File: config.mk
export PLATFORM = sky130hd
export DESIGN_NAME = pss_correlator_mc
export DESIGN_NICKNAME = d
export VERILOG_FILES = /design/src/rtl/pss_correlator_mc.sv
export SDC_FILE = /design/constraint.sdc
export NUM_CORES = 1
export LEC_CHECK = 0
export BUFFER_PORTS_ARGS = -buffer_cell sky130_fd_sc_hd__buf_2
export CAP_MARGIN = 20
export CORE_AREA = 2 2 109 111
export DETAILED_ROUTE_END_ITERATION = 8
export DIE_AREA = 0 0 111 113
export PLACE_DENSITY = 0.62
export SYNTH_ARGS = -nofsm -noshare
export SYNTH_HDL_FRONTEND = slang
export SYNTH_SLANG_ARGS = --single-unit
File: constraint.sdc
create_clock -name clk_i -period 3.25 [get_ports clk_i]
set_input_delay 0.975 -clock clk_i [delete_from_list [all_inputs] [get_ports clk_i]]
set_output_delay 0.975 -clock clk_i [all_outputs]
set_load 0.05 [all_outputs]
File: src/rtl/pss_correlator_mc.sv
`default_nettype none
// ============================================================================
// Module   : pss_correlator_mc
// Brief    : Multi-channel sliding complex correlator with peak detect/holdoff
// Revision : 1.0
// ============================================================================
module pss_correlator_mc #(
  parameter int IN_DW   = 32,
  parameter int OUT_DW  = 48,
  parameter int PSS_LEN = 127,
  parameter int NUM_CH  = 3,
  parameter int TAP_DW  = 32,
  parameter logic [NUM_CH*PSS_LEN*TAP_DW-1:0] PSS_LOCAL = '0,
  parameter int HOLDOFF = 64,
  localparam int CH_W = (NUM_CH > 1) ? $clog2(NUM_CH) : 1
) (
  input  logic                     clk_i,
  input  logic                     reset_ni,
  input  logic [IN_DW-1:0]         s_axis_in_tdata,
  input  logic                     s_axis_in_tvalid,
  input  logic [OUT_DW-1:0]        threshold_i,
  output logic [NUM_CH*OUT_DW-1:0] m_axis_out_tdata,
  output logic                     m_axis_out_tvalid,
  output logic                     peak_valid_o,
  output logic [CH_W-1:0]          peak_ch_o,
  output logic [OUT_DW-1:0]        peak_mag_o
);
  localparam int IH     = IN_DW / 2;
  localparam int TH     = TAP_DW / 2;
  localparam int CW     = IH + TH + 1 + $clog2(PSS_LEN);
  localparam int MW     = 2 * CW + 1;
  localparam int FILL_W = $clog2(PSS_LEN + 1);
  localparam int HC_W   = (HOLDOFF > 0) ? $clog2(HOLDOFF + 1) : 1;
  localparam logic [FILL_W-1:0] FILL_MAX  = FILL_W'(PSS_LEN);
  localparam logic [FILL_W-1:0] FILL_LAST = FILL_W'(PSS_LEN - 1);

  typedef enum logic [0:0] {SEARCH = 1'b0, HOLD = 1'b1} state_t;

  logic [IN_DW-1:0]         win_q [PSS_LEN];
  logic [IN_DW-1:0]         win_d [PSS_LEN];
  logic [FILL_W-1:0]        fill_q, fill_d;
  logic                     acc_q, acc_d;
  logic signed [CW-1:0]     corr_re_q [NUM_CH];
  logic signed [CW-1:0]     corr_im_q [NUM_CH];
  logic signed [CW-1:0]     corr_re_d [NUM_CH];
  logic signed [CW-1:0]     corr_im_d [NUM_CH];
  logic                     v1_q, v1_d;
  logic [NUM_CH*OUT_DW-1:0] mag_vec;
  logic [NUM_CH*OUT_DW-1:0] tdata_q, tdata_d;
  logic                     tvalid_q, tvalid_d;
  state_t                   state_q, state_d;
  logic [HC_W-1:0]          hold_q, hold_d;
  logic                     peak_valid_q, peak_valid_d;
  logic [CH_W-1:0]          peak_ch_q, peak_ch_d;
  logic [OUT_DW-1:0]        peak_mag_q, peak_mag_d;

  // Window and fill count move only on accepted samples.
  always_comb begin
    win_d  = win_q;
    fill_d = fill_q;
    acc_d  = s_axis_in_tvalid && (fill_q >= FILL_LAST);
    if (s_axis_in_tvalid) begin
      for (int i = 0; i < PSS_LEN - 1; i++) win_d[i] = win_q[i+1];
      win_d[PSS_LEN-1] = s_axis_in_tdata;
      if (fill_q != FILL_MAX) fill_d = fill_q + 1'b1;
    end
  end

  // in * conj(tap): re = a*c + b*d, im = b*c - a*d
  always_comb begin
    logic signed [CW-1:0] xr, xi, tr, ti, sr, si;
    for (int c = 0; c < NUM_CH; c++) begin
      sr = '0;
      si = '0;
      for (int i = 0; i < PSS_LEN; i++) begin
        xr = CW'($signed(win_q[i][IH-1:0]));
        xi = CW'($signed(win_q[i][IN_DW-1:IH]));
        tr = CW'($signed(PSS_LOCAL[(c*PSS_LEN+i)*TAP_DW +: TH]));
        ti = CW'($signed(PSS_LOCAL[(c*PSS_LEN+i)*TAP_DW+TH +: TH]));
        sr = sr + xr * tr + xi * ti;
        si = si + xi * tr - xr * ti;
      end
      corr_re_d[c] = sr;
      corr_im_d[c] = si;
    end
  end

  for (genvar c = 0; c < NUM_CH; c++) begin : g_ch
    logic signed [2*CW-1:0] sq_re, sq_im;
    logic [MW-1:0]          mag;
    logic [OUT_DW-1:0]      mag_sat;
    always_comb begin
      sq_re = (2*CW)'(corr_re_q[c]) * (2*CW)'(corr_re_q[c]);
      sq_im = (2*CW)'(corr_im_q[c]) * (2*CW)'(corr_im_q[c]);
      mag   = MW'($unsigned(sq_re)) + MW'($unsigned(sq_im));
    end
    if (MW > OUT_DW) begin : g_sat
      assign mag_sat = (|mag[MW-1:OUT_DW]) ? {OUT_DW{1'b1}} : mag[OUT_DW-1:0];
    end else begin : g_nosat
      assign mag_sat = OUT_DW'(mag);
    end
    assign mag_vec[c*OUT_DW +: OUT_DW] = mag_sat;
  end

  always_comb begin
    v1_d     = acc_q;
    tvalid_d = v1_q;
    tdata_d  = v1_q ? mag_vec : '0;
  end

  // Peak search: strict compare, lowest channel wins ties.
  always_comb begin
    logic [OUT_DW-1:0] best_mag;
    logic [CH_W-1:0]   best_ch;
    state_d      = state_q;
    hold_d       = hold_q;
    peak_valid_d = 1'b0;
    peak_ch_d    = peak_ch_q;
    peak_mag_d   = peak_mag_q;
    best_mag     = tdata_q[0 +: OUT_DW];
    best_ch      = '0;
    for (int c = 1; c < NUM_CH; c++) begin
      if (tdata_q[c*OUT_DW +: OUT_DW] > best_mag) begin
        best_mag = tdata_q[c*OUT_DW +: OUT_DW];
        best_ch  = CH_W'(c);
      end
    end
    case (state_q)
      SEARCH: begin
        if (tvalid_q && (best_mag > threshold_i)) begin
          peak_valid_d = 1'b1;
          peak_ch_d    = best_ch;
          peak_mag_d   = best_mag;
          if (HOLDOFF > 0) begin
            state_d = HOLD;
            hold_d  = HC_W'(HOLDOFF);
          end
        end
      end
      HOLD: begin
        if (tvalid_q) begin
          hold_d = hold_q - 1'b1;
          if (hold_q == HC_W'(1)) state_d = SEARCH;
        end
      end
      default: state_d = SEARCH;
    endcase
  end

  always_ff @(posedge clk_i) begin
    if (!reset_ni) begin
      win_q        <= '{default: '0};
      fill_q       <= '0;
      acc_q        <= 1'b0;
      corr_re_q    <= '{default: '0};
      corr_im_q    <= '{default: '0};
      v1_q         <= 1'b0;
      tdata_q      <= '0;
      tvalid_q     <= 1'b0;
      state_q      <= SEARCH;
      hold_q       <= '0;
      peak_valid_q <= 1'b0;
      peak_ch_q    <= '0;
      peak_mag_q   <= '0;
    end else begin
      win_q        <= win_d;
      fill_q       <= fill_d;
      acc_q        <= acc_d;
      corr_re_q    <= corr_re_d;
      corr_im_q    <= corr_im_d;
      v1_q         <= v1_d;
      tdata_q      <= tdata_d;
      tvalid_q     <= tvalid_d;
      state_q      <= state_d;
      hold_q       <= hold_d;
      peak_valid_q <= peak_valid_d;
      peak_ch_q    <= peak_ch_d;
      peak_mag_q   <= peak_mag_d;
    end
  end

  assign m_axis_out_tdata  = tdata_q;
  assign m_axis_out_tvalid = tvalid_q;
  assign peak_valid_o      = peak_valid_q;
  assign peak_ch_o         = peak_ch_q;
  assign peak_mag_o        = peak_mag_q;

endmodule
`default_nettype wire

---- Word level (Yosys, flattened, before mapping) ----
Cells that the tools add are included.
word-level totals
  input port bits ......................... 83
  word-level logic and storage cells ...... 29
  output and inout port bits .............. 196
  flip-flop bits (word level) ............. 19
operators by class
  bitwise operators ....................... 2
  equal/unequal tests ..................... 4
  $lt $le $gt $ge ......................... 2
  reductions and logical operators ........ 5
  $add $sub $neg .......................... 2
  mux-type cells .......................... 7
operators by type and width
  kind                 number
  $gt 1x48->1 const A  1
  $mux 7               2
  $pmux 7 s2           1
  $add 7x1->7 const B  1
  $eq 7x1->1 const B   1
  $ge 7x7->1 const B   1
  $ne 7x7->1 const B   1
  $sub 7x1->7 const B  1
  $ne 2x2->1 const B   2
  $reduce_and 2->1     2
  $mux 1               3
  $logic_and 1x1->1    2
  $not 1->1            2
  $pmux 1 s2           1
  $reduce_or 2->1      1

---- Depth between registers and ports, before layout ----
Gate-level depths: netlist of the first run.
  word-level depth ........................ 4
  gate-level depth with buffers ........... 4

---- Worst setup path before layout of the first run ----
Ideal clock, no wire load.
  path kind ............................... in2reg
  from .................................... in reset_ni
  to ...................................... reg fill_q[4]
  path buffers ............................ 2
  arrival ................................. 1.493 ns
  library setup time ...................... 0.091 ns
  stages .................................. 4
  slack ................................... 1.667 ns
  cells stage by stage .................... clkbuf_1 > inv_1 > clkbuf_1 > a311oi_1
RTL lines
  element                 RTL line  text
  start: declaration      18        input logic reset_ni,
  end signal: assignment  167       fill_q <= fill_d;
  end: declaration        41        logic [FILL_W-1:0] fill_q, fill_d;
No word-level cell between the ends.

---- Worst setup path after layout of the first run ----
  from .................................... reg tvalid_q (netlist: m_axis_out_tvalid)
  to ...................................... out m_axis_out_tvalid
RTL lines
  element                   RTL line  text
  start: declaration        50        logic tvalid_q, tvalid_d;
  start signal: assignment  173       tvalid_q <= tvalid_d;
  end: declaration          23        output logic m_axis_out_tvalid,
No word-level cell between the ends.

==> run_summary.xml, run 1 <==
<?xml version="1.0" encoding="UTF-8"?>
<metrics>
  <group name="run_status">
    <metric name="status" unit="">finished, final reports clean</metric>
  </group>
  <group name="global_route">
    <metric name="maximum_number_of_pins_on_one_net_before_global_route_repair" unit="">9</metric>
    <metric name="grt_overflow" unit="">0</metric>
    <metric name="wire_length_of_the_first_global_routing_pass" unit="mm">1.59</metric>
    <metric name="first_global_vias" unit="">346</metric>
    <metric name="grt_use_total" unit="">0.0170</metric>
    <metric name="antenna_found_initial" unit="">0</metric>
  </group>
  <group name="placement">
    <metric name="detailedPlacementHpwl" unit="mm">1.57</metric>
    <metric name="io_buffers" unit="">4</metric>
    <metric name="globalplace.congestion" unit="">0.706</metric>
  </group>
  <group name="setup_path">
    <metric name="timing.critical_path.slowest_cell_delay" unit="ns">0.29</metric>
    <metric name="crit_arrival" unit="ns">0.78</metric>
    <metric name="critical-path-top-delay-family" unit="">flip-flops</metric>
    <metric name="crit_start" unit="">m_axis_out_tvalid</metric>
    <metric name="cp_cell_sequence" unit="">buf_2</metric>
    <metric name="critical_path_buffers_and_inverters" unit="">1</metric>
    <metric name="critical_path.startpoint_type" unit="">flop</metric>
    <metric name="crit-reg2reg-launch" unit="">fill_q[1]</metric>
    <metric name="critical-path-slowest-cell" unit="">dfxtp_1</metric>
    <metric name="cp-end-kind" unit="">output port</metric>
    <metric name="crit_required" unit="ns">2.27</metric>
    <metric name="setup.worst_path.class" unit="">reg2out</metric>
    <metric name="cp_max_fo" unit="">1</metric>
  </group>
  <group name="clock_network">
    <metric name="tritoncts" unit="">yes</metric>
    <metric name="cts_hold_repair.buffers" unit="">0</metric>
    <metric name="cts_sink_count" unit="">11</metric>
    <metric name="cts_post_setup_buffers_inserted" unit="">0</metric>
    <metric name="clock_path_buffers" unit="">2</metric>
    <metric name="clock_insertion_delay_worst_skew" unit="ns">0.24</metric>
    <metric name="clkTransAtPathRegs" unit="ns">0.04</metric>
    <metric name="cts_buffers" unit="">3</metric>
    <metric name="clk_root_buffer_cell" unit="">clkbuf_16</metric>
    <metric name="cts.htree.levels" unit="">1</metric>
    <metric name="cts_repair_resize_count" unit="">0</metric>
  </group>
  <group name="floorplanning">
    <metric name="floorplan.core_area" unit="µm²">11300</metric>
    <metric name="io-pin-count" unit="">279</metric>
    <metric name="chipWidth" unit="µm">111</metric>
    <metric name="start_util" unit="">0.170</metric>
    <metric name="die-height" unit="µm">113</metric>
    <metric name="core.rowCount" unit="">39</metric>
    <metric name="die_area" unit="µm²">12500</metric>
  </group>
  <group name="route">
    <metric name="post-route-drc-count" unit="">0</metric>
    <metric name="detailedRoute.firstPassIterationCount" unit="">3</metric>
    <metric name="route.antenna.remaining_nets" unit="">0</metric>
    <metric name="detailroute.via_count" unit="">858</metric>
    <metric name="drtIter0Drc" unit="">21</metric>
    <metric name="drt_wl_total" unit="mm">1.79</metric>
    <metric name="routed_via_density" unit="">2.19</metric>
    <metric name="routed_length_per_instance" unit="µm">4.57</metric>
  </group>
  <group name="timing">
    <metric name="setup_viol_count_final" unit="">0</metric>
    <metric name="totalNegativeSetupSlack" unit="ns">0</metric>
    <metric name="layout_min_cycle_time" unit="ns">1.76</metric>
    <metric name="rsz0062_at_grt" unit="">false</metric>
    <metric name="min_period_over_period" unit="">0.540</metric>
    <metric name="final_hold_viol_count" unit="">0</metric>
    <metric name="finClkSkew" unit="ns">0.000506</metric>
    <metric name="hold_slack" unit="ns">0.430</metric>
    <metric name="drv_slew" unit="">0</metric>
    <metric name="clock.fmax" unit="MHz">570</metric>
  </group>
  <group name="synthesis">
    <metric name="synth_area_leader_cell" unit="">buf_4</metric>
    <metric name="synth_top_cell_area_share" unit="">0.760</metric>
    <metric name="synth_cell_types" unit="">24</metric>
    <metric name="mappedNetlistArea" unit="µm²">1920</metric>
    <metric name="syn-mean-instance-area" unit="µm²">7.89</metric>
    <metric name="syn_inst" unit="">243</metric>
    <metric name="synth.yosys.seq_area_share" unit="">0.115</metric>
    <metric name="synth-seq-cells" unit="">11</metric>
    <metric name="yosysMostFrequentCell" unit="">buf_4</metric>
    <metric name="netlist_top_cells_area" unit="">buf_4 76%, dfxtp_1 11%, ha_1 1.3%</metric>
    <metric name="yosysWarnings" unit="">0</metric>
    <metric name="synth_top_cells_by_count" unit="">194 x buf_4, 11 x dfxtp_1, 4 x nand2_1, 3 x and2_1, 3 x inv_1</metric>
    <metric name="synth_edf_count" unit="">0</metric>
    <metric name="ys_async_sr_fraction" unit="">0</metric>
    <metric name="ys.flop_type" unit="">dfxtp_1</metric>
  </group>
  <group name="min_path">
    <metric name="holdCritPathClass" unit="">reg2reg</metric>
    <metric name="timing.hold.worst.start" unit="">tvalid_d</metric>
  </group>
  <group name="cells_and_area">
    <metric name="antenna_cells_inserted" unit="">0</metric>
    <metric name="post_route_cells_drive_above_1_share" unit="">0.0281</metric>
    <metric name="finalNetCount" unit="">335</metric>
    <metric name="syn_to_final_growth" unit="%">-23.9</metric>
  </group>
  <group name="power_and_ir_drop">
    <metric name="power_density" unit="nW/µm²">597</metric>
    <metric name="power.total" unit="µW">872</metric>
    <metric name="total_leakage_power" unit="µW">0.000862</metric>
    <metric name="ir_worst_vdd" unit="mV">0.324</metric>
  </group>
  <group name="job">
    <metric name="cap_violations" unit="">0</metric>
  </group>
</metrics>
sequential cells by signal, summed over array words and instances, names as in the netlist:
name and count:
tvalid_d 1, peak_valid_o 1, m_axis_out_tvalid 1, fill_q 7, acc_q 1
layer usage:
layer / track usage / up-vias / share of wire
li1: - / 381 / -
met4: 0.0150 / 0 / 0.017
met2: 0.0245 / 106 / 0.50
met5: 0 / - / 0
met1: 0.0166 / 367 / 0.26
met3: 0.0112 / 4 / 0.22
per-stage QoR:
stage / util / instances / area, µm² / worst slack [ns]
3_5_place_dp: 0.122 / 388 / 1380 / 1.46
6_report: 0.129 / 392 / 1460 / 1.49
4_1_cts: 0.129 / 392 / 1460 / 1.48
2_1_floorplan: - / 437 / 2650 / 1.67
5_1_grt: 0.129 / 392 / 1460 / 1.47
3_3_place_gp: 0.122 / 388 / 1380 / 1.48
logic make-up after synthesis:
logic type | after synthesis | synth area share
buffers and inverters | 199 | 0.770
DFF | 11 | 0.115
adders and majority gates | 2 | 0.0131
AOI/OAI and AO/OA | 14 | 0.0522
and+or+nand+nor | 15 | 0.0431
other | 1 | 0.00196
muxes | 1 | 0.00522
path summary, 6_finish.rpt:
| check | to | slack, ns | cells after the start |
|---|---|---|---|
| max | m_axis_out_tvalid | 1.49 | 1 |
| min | m_axis_out_tvalid | 0.43 | 1 |
| max reg2reg | fill_q[4] | 1.95 | 4 |
| min reg2reg | m_axis_out_tvalid | 0.43 | 1 |
final cells by class:
| cell class | instances | area [µm²] |
|---|---|---|
| Fill cell | 1292 | 9810 |
| Timing Repair Buffer | 4 | 20.0 |
| Sequential cell | 11 | 220 |
| Tap cell | 143 | 179 |
| Multi-Input combinational cell | 227 | 950 |
| Inverter | 3 | 11.3 |
| Clock buffer | 4 | 78.8 |
where the power goes:
part	internal, µW	leakage, µW	switching [µW]
clock	165	0.0000382	59.3
sequential	139	0.0000895	3.02
combinational	6.11	0.000734	500
cell usage in the layout (no fill, tap or decap), types with 2 or more instances in the layout:
master,instances
a21boi_0,2
a21oi_1,2
a311oi_1,2
a31oi_1,2
and2_1,3
and4_1,2
buf_2,4
clkbuf_16,3
conb_1,195
dfxtp_1,11
ha_1,2
inv_1,3
nand2_1,4
nor3_1,2
o211ai_1,2
Note: power is estimated with default switching activity, not from simulation.
==> run 2: changes to the inputs <==
- ABC_AREA: not set -> 1
- CORE_AREA: 2 2 109 111 -> 2 2 108 110
- DIE_AREA: 0 0 111 113 -> 0 0 110 112
- PLACE_DENSITY: 0.62 -> 0.63
- clock period: 3.25 -> 1.7 ns (I/O delays scaled with it)
==> run_summary.xml, run 2 <==
<?xml version="1.0" encoding="UTF-8"?>
<metrics>
  <group name="run_status">
    <metric name="status" unit="">finished, final reports clean</metric>
  </group>
  <group name="route">
    <metric name="post-route-drc-count" unit="">0</metric>
    <metric name="routed_via_density" unit="">2.17</metric>
    <metric name="drtIter0Drc" unit="">27</metric>
    <metric name="detailroute.via_count" unit="">888</metric>
    <metric name="drt_wl_total" unit="mm">1.78</metric>
    <metric name="detailedRoute.firstPassIterationCount" unit="">4</metric>
    <metric name="routed_length_per_instance" unit="µm">4.33</metric>
    <metric name="route.antenna.remaining_nets" unit="">0</metric>
  </group>
  <group name="setup_path">
    <metric name="critical-path-slowest-cell" unit="">dfxtp_1</metric>
    <metric name="critical_path_buffers_and_inverters" unit="">1</metric>
    <metric name="critical_path.startpoint_type" unit="">flop</metric>
    <metric name="cp-end-kind" unit="">output port</metric>
    <metric name="critical-path-top-delay-family" unit="">flip-flops</metric>
    <metric name="cp_max_fo" unit="">1</metric>
    <metric name="setup.worst_path.class" unit="">reg2out</metric>
    <metric name="cp_cell_sequence" unit="">buf_2</metric>
    <metric name="crit_arrival" unit="ns">0.80</metric>
    <metric name="timing.critical_path.slowest_cell_delay" unit="ns">0.31</metric>
    <metric name="crit_required" unit="ns">1.19</metric>
  </group>
  <group name="timing">
    <metric name="drv_slew" unit="">0</metric>
    <metric name="layout_min_cycle_time" unit="ns">1.31</metric>
    <metric name="min_period_over_period" unit="">0.772</metric>
    <metric name="setup_viol_count_final" unit="">0</metric>
    <metric name="totalNegativeSetupSlack" unit="ns">0</metric>
    <metric name="final_hold_viol_count" unit="">0</metric>
    <metric name="rsz0062_at_grt" unit="">false</metric>
    <metric name="finClkSkew" unit="ns">0.000949</metric>
    <metric name="hold_slack" unit="ns">0.406</metric>
    <metric name="clock.fmax" unit="MHz">762</metric>
  </group>
  <group name="cells_and_area">
    <metric name="finalNetCount" unit="">353</metric>
    <metric name="largest-register" unit="">fill_q</metric>
    <metric name="fillCellCount" unit="">1294</metric>
    <metric name="multi_input_area" unit="µm²">970</metric>
    <metric name="largest_reg_flops" unit="">7</metric>
    <metric name="layout_commonest_cell" unit="">conb_1</metric>
    <metric name="post_route_cells_drive_above_1_share" unit="">0.0524</metric>
    <metric name="mostFrequentLayoutCells" unit="">195 x conb_1, 17 x nand2_1, 11 x dfxtp_1, 9 x inv_1</metric>
    <metric name="antenna_cells_inserted" unit="">0</metric>
    <metric name="sequential_cell_area" unit="µm²">220</metric>
    <metric name="syn_to_final_growth" unit="%">-23.5</metric>
  </group>
  <group name="synthesis">
    <metric name="syn-mean-instance-area" unit="µm²">7.58</metric>
    <metric name="synth.yosys.seq_area_share" unit="">0.112</metric>
    <metric name="syn_inst" unit="">260</metric>
    <metric name="synth-seq-cells" unit="">11</metric>
    <metric name="ys.flop_type" unit="">dfxtp_1</metric>
    <metric name="mappedNetlistArea" unit="µm²">1970</metric>
    <metric name="ys_async_sr_fraction" unit="">0</metric>
    <metric name="synth_area_leader_cell" unit="">buf_4</metric>
    <metric name="synth_top_cell_area_share" unit="">0.739</metric>
    <metric name="yosysWarnings" unit="">0</metric>
    <metric name="synth_cell_types" unit="">20</metric>
    <metric name="netlist_top_cells_area" unit="">buf_4 74%, dfxtp_1 11%, nand2_1 3.2%</metric>
    <metric name="yosysMostFrequentCell" unit="">buf_4</metric>
    <metric name="synth_top_cells_by_count" unit="">194 x buf_4, 17 x nand2_1, 11 x dfxtp_1, 9 x inv_1</metric>
    <metric name="synth_edf_count" unit="">0</metric>
  </group>
  <group name="clock_network">
    <metric name="clk_root_buffer_cell" unit="">clkbuf_16</metric>
    <metric name="clkTransAtPathRegs" unit="ns">0.04</metric>
    <metric name="cts_repair_resize_count" unit="">0</metric>
    <metric name="clock_insertion_delay_worst_skew" unit="ns">0.23</metric>
    <metric name="cts_post_setup_buffers_inserted" unit="">0</metric>
    <metric name="cts_sink_count" unit="">11</metric>
    <metric name="tritoncts" unit="">yes</metric>
    <metric name="cts_hold_repair.buffers" unit="">0</metric>
    <metric name="clock_path_buffers" unit="">2</metric>
    <metric name="cts_buffers" unit="">3</metric>
    <metric name="cts.htree.levels" unit="">1</metric>
  </group>
  <group name="floorplanning">
    <metric name="io-pin-count" unit="">279</metric>
    <metric name="chipWidth" unit="µm">110</metric>
    <metric name="die-height" unit="µm">112</metric>
    <metric name="core.rowCount" unit="">39</metric>
    <metric name="floorplan.core_area" unit="µm²">11200</metric>
    <metric name="die_area" unit="µm²">12300</metric>
    <metric name="start_util" unit="">0.176</metric>
  </group>
  <group name="global_route">
    <metric name="antenna_found_initial" unit="">0</metric>
    <metric name="grt_overflow" unit="">0</metric>
    <metric name="grtUsageMet3" unit="">0.0105</metric>
    <metric name="wire_length_of_the_first_global_routing_pass" unit="mm">1.73</metric>
    <metric name="grt_use_total" unit="">0.0207</metric>
    <metric name="grtUsageMet2" unit="">0.0266</metric>
    <metric name="first_global_vias" unit="">381</metric>
    <metric name="maximum_number_of_pins_on_one_net_before_global_route_repair" unit="">8</metric>
    <metric name="globalRoute.busiestLayer" unit="">met4</metric>
    <metric name="grt.met1_usage" unit="">0.0183</metric>
  </group>
  <group name="placement">
    <metric name="io_buffers" unit="">4</metric>
    <metric name="globalplace.congestion" unit="">0.805</metric>
    <metric name="detailedPlacementHpwl" unit="mm">1.61</metric>
  </group>
  <group name="job">
    <metric name="cap_violations" unit="">0</metric>
  </group>
  <group name="min_path">
    <metric name="holdCritPathClass" unit="">reg2reg</metric>
  </group>
  <group name="power_and_ir_drop">
    <metric name="power_density" unit="nW/µm²">1100</metric>
    <metric name="ir_worst_vdd" unit="mV">0.695</metric>
    <metric name="total_leakage_power" unit="µW">0.000906</metric>
  </group>
</metrics>
==> run 2: cell count changes after synthesis, sizes merged, moves of 3 or more <==
cell / change
nand2: +16
a21oi: +3
nor2: +6
and2: -3
inv: +7
==> run 2: through the flow <==
stage                     utilization  std cells  setup slack (ns)  cell area, µm²  power, µW
after floorplan                     -        454             0.562            2700       1580
after global placement          0.128        406             0.466            1430       1240
after detailed placement        0.128        406             0.460            1430       1240
after CTS                       0.135        410             0.379            1510       1670
after global routing            0.135        410             0.313            1510       1720
final                           0.135        410             0.387            1510       1660
==> run 2: path summary, 6_finish.rpt <==
check | from | end | slack [ns] | cells after the start
max | m_axis_out_tvalid | m_axis_out_tvalid | 0.39 | 1
min | tvalid_d | m_axis_out_tvalid | 0.41 | 2
max reg2reg | fill_q[1] | fill_q[4] | 0.46 | 5
min reg2reg | tvalid_d | m_axis_out_tvalid | 0.41 | 2
==> run 2: cell type report <==
type,instances,area share
sequential,11,0.146
multi-input combinational,238,0.643
timing repair buffer,4,0.0133
inverter,10,0.0266
tap,143,0.119
clock buffer,4,0.0523
==> run 2: report_power, final <==
group / switching [µW] / total (µW) / internal, µW
clock network: 108 / 422 / 314
logic: 960 / 972 / 11.7
registers: 5.66 / 271 / 265
total: 1070 / 1660 / 591
==> run 2: worst register-to-register path, stage by stage, from the launching register on <==
cell     delay (ns)
dfxtp_1        0.38
ha_1           0.21
inv_1          0.08
nor3_2         0.24
nand3_1        0.10
o211a_1        0.11
==> run 2: cells by family after synthesis <==
kind of cell | Yosys count | synth area share
simple gates | 32 | 0.0787
flops | 11 | 0.112
compound gates | 7 | 0.0203
xor+xnor | 2 | 0.00888
other cells | 1 | 0.00190
buf+inv | 205 | 0.766
fa+ha+maj | 2 | 0.0127
==> run 2: routing by layer <==
| metal | up-vias | share of wire |
|---|---|---|
| met5 | - | 0 |
| met4 | 0 | 0.043 |
| met3 | 2 | 0.22 |
| met2 | 108 | 0.48 |
| met1 | 370 | 0.26 |
| li1 | 408 | - |
==> run 3: changes to the inputs <==
- ABC_AREA: 1 -> 0
- CORE_AREA: 2 2 108 110 -> 2 2 109 111
- DIE_AREA: 0 0 110 112 -> 0 0 111 113
- PLACE_DENSITY: 0.63 -> 0.62
- clock period: 1.7 -> 1.25 ns (I/O delays scaled with it)
==> run_summary.xml, run 3 (same netlist as run 1, synthesis figures left out) <==
<?xml version="1.0" encoding="UTF-8"?>
<metrics>
  <group name="route">
    <metric name="detailroute.via_count" unit="">869</metric>
    <metric name="route.antenna.remaining_nets" unit="">0</metric>
    <metric name="drtIter0Drc" unit="">15</metric>
    <metric name="detailedRoute.firstPassIterationCount" unit="">4</metric>
    <metric name="drt_wl_total" unit="mm">1.78</metric>
    <metric name="post-route-drc-count" unit="">0</metric>
    <metric name="routed_via_density" unit="">2.20</metric>
    <metric name="routed_length_per_instance" unit="µm">4.51</metric>
  </group>
  <group name="min_path">
    <metric name="timing.hold.worst_path_depth" unit="">1</metric>
    <metric name="holdCritPathClass" unit="">reg2reg</metric>
    <metric name="timing.hold.worst.start" unit="">acc_q</metric>
    <metric name="hold-path-endpoint" unit="">tvalid_d</metric>
  </group>
  <group name="timing">
    <metric name="min_period_over_period" unit="">0.926</metric>
    <metric name="finClkSkew" unit="ns">0.000790</metric>
    <metric name="setup_viol_count_final" unit="">0</metric>
    <metric name="totalNegativeSetupSlack" unit="ns">0</metric>
    <metric name="layout_min_cycle_time" unit="ns">1.16</metric>
    <metric name="worst_slack" unit="ns">0.0926</metric>
    <metric name="clock.fmax" unit="MHz">864</metric>
    <metric name="rsz0062_at_grt" unit="">false</metric>
    <metric name="final_hold_viol_count" unit="">0</metric>
    <metric name="drv_slew" unit="">0</metric>
  </group>
  <group name="setup_path">
    <metric name="cp-end-kind" unit="">flop</metric>
    <metric name="critical-path-slowest-cell" unit="">dfxtp_1</metric>
    <metric name="cp_cell_sequence" unit="">ha_1 -&gt; and3_1 -&gt; a21oi_1 -&gt; a311oi_1</metric>
    <metric name="cp_max_fo" unit="">3</metric>
    <metric name="critical_path_cell_count" unit="">4</metric>
    <metric name="crit_required" unit="ns">1.38</metric>
    <metric name="rr_endpoint" unit="">fill_q[4]</metric>
    <metric name="critical_path.startpoint_type" unit="">flop</metric>
    <metric name="critical_path_buffers_and_inverters" unit="">0</metric>
    <metric name="critical-path-top-delay-family" unit="">compound AO/OA/AOI/OAI gates</metric>
    <metric name="timing.critical_path.slowest_cell_delay" unit="ns">0.33</metric>
    <metric name="worst-r2r-cell-count" unit="">4</metric>
    <metric name="setup.worst_path.class" unit="">reg2reg</metric>
    <metric name="crit-reg2reg-launch" unit="">fill_q[0]</metric>
    <metric name="crit_arrival" unit="ns">1.29</metric>
    <metric name="r2r_setup_slack" unit="ns">0.09</metric>
  </group>
  <group name="job">
    <metric name="cap_violations" unit="">0</metric>
  </group>
  <group name="power_and_ir_drop">
    <metric name="power_frac_seq" unit="">0.161</metric>
    <metric name="power_frac_clock" unit="">0.253</metric>
    <metric name="total_switching_power" unit="µW">1450</metric>
    <metric name="netSwitchingFraction" unit="">0.642</metric>
    <metric name="power_density" unit="nW/µm²">1530</metric>
    <metric name="cell_internal_pwr" unit="µW">812</metric>
    <metric name="ir_worst_vdd" unit="mV">0.885</metric>
    <metric name="total_leakage_power" unit="µW">0.000878</metric>
    <metric name="comb_power_share" unit="">0.586</metric>
    <metric name="power.total" unit="µW">2270</metric>
  </group>
  <group name="floorplanning">
    <metric name="die-height" unit="µm">113</metric>
    <metric name="floorplan.core_area" unit="µm²">11300</metric>
    <metric name="chipWidth" unit="µm">111</metric>
    <metric name="io-pin-count" unit="">279</metric>
    <metric name="die_area" unit="µm²">12500</metric>
    <metric name="core.rowCount" unit="">39</metric>
    <metric name="start_util" unit="">0.170</metric>
  </group>
  <group name="clock_network">
    <metric name="clock_path_buffers" unit="">2</metric>
    <metric name="cts_buffers" unit="">3</metric>
    <metric name="cts_sink_count" unit="">11</metric>
    <metric name="clkTransAtPathRegs" unit="ns">0.04</metric>
    <metric name="clk_root_buffer_cell" unit="">clkbuf_16</metric>
    <metric name="cts_post_setup_buffers_inserted" unit="">0</metric>
    <metric name="tritoncts" unit="">yes</metric>
    <metric name="cts.htree.levels" unit="">1</metric>
    <metric name="clock_insertion_delay_worst_skew" unit="ns">0.23</metric>
  </group>
  <group name="global_route">
    <metric name="grt_use_total" unit="">0.0181</metric>
    <metric name="grt_overflow" unit="">0</metric>
    <metric name="antenna_found_initial" unit="">0</metric>
    <metric name="maximum_number_of_pins_on_one_net_before_global_route_repair" unit="">9</metric>
    <metric name="first_global_vias" unit="">421</metric>
    <metric name="wire_length_of_the_first_global_routing_pass" unit="mm">1.81</metric>
  </group>
  <group name="cells_and_area">
    <metric name="finalNetCount" unit="">338</metric>
    <metric name="largest-register" unit="">fill_q</metric>
    <metric name="layout_commonest_cell" unit="">conb_1</metric>
    <metric name="largest_reg_flops" unit="">7</metric>
    <metric name="antenna_cells_inserted" unit="">0</metric>
    <metric name="syn_to_final_growth" unit="%">-22.6</metric>
    <metric name="mostFrequentLayoutCells" unit="">195 x conb_1, 9 x dfxtp_1, 4 x nand2_1, 4 x buf_2</metric>
    <metric name="finalNonFillerCells" unit="">395</metric>
    <metric name="post_route_cells_drive_above_1_share" unit="">0.0476</metric>
  </group>
  <group name="placement">
    <metric name="io_buffers" unit="">4</metric>
    <metric name="place_inst" unit="">391</metric>
    <metric name="globalplace.congestion" unit="">0.713</metric>
    <metric name="dp_worst_setup_slack" unit="ns">0.0425</metric>
    <metric name="detailedPlacementHpwl" unit="mm">1.60</metric>
  </group>
  <group name="run_status">
    <metric name="status" unit="">finished, final reports clean</metric>
  </group>
</metrics>
[run 3: layer usage]
metal | global-route usage | routed length [µm]
met3 | 0.00964 | 385
met2 | 0.0307 | 885
met4 | 0.0100 | 19
met1 | 0.0179 | 490
met5 | 0 | 0
[run 3: how the worst max path moves through the flow]
stage / from / endpoint / slack [ns]
2_1_floorplan: fill_q[1] / fill_q[1] / 0.12
3_3_place_gp: s_axis_in_tvalid / fill_q[5] / 0.08
3_5_place_dp: s_axis_in_tvalid / fill_q[5] / 0.04
4_1_cts: fill_q[0] / fill_q[4] / 0.08
5_1_grt: fill_q[0] / fill_q[5] / 0.007
6_report: fill_q[0] / fill_q[4] / 0.09
[run 3: area by class of cell]
class,count,area [µm²]
timing repair buffer,7,42.5
inverter,3,11.3
clock buffer,4,78.8
sequential,11,223
fill,1277,9790
multi-input combinational,227,950
tap,143,179
[run 3: repair_timing]
action / in CTS / in global routing
endpoints found under the hold margin: 0 / 0
setup endpoints to repair: 0 / 1
resized for setup: 0 / 2
hold buffers: 0 / 0
[run 3: per-stage QoR]
step | hold slack [ns] | instance area (µm²) | util
after floorplan | 0.412 | 2650 | -
after CTS | 0.431 | 1480 | 0.131
after global routing | 0.443 | 1480 | 0.132
after global placement | 0.413 | 1400 | 0.124
final | 0.427 | 1480 | 0.132
after detailed placement | 0.421 | 1400 | 0.124
[run 3: power by group through the flow]
stage | sequential, µW | clock (µW) | combinational (µW)
2_1_floorplan | 379 | 0 | 1760
3_3_place_gp | 371 | 0 | 1310
3_5_place_dp | 371 | 0 | 1310
4_1_cts | 365 | 592 | 1310
5_1_grt | 366 | 609 | 1360
6_report | 365 | 573 | 1330
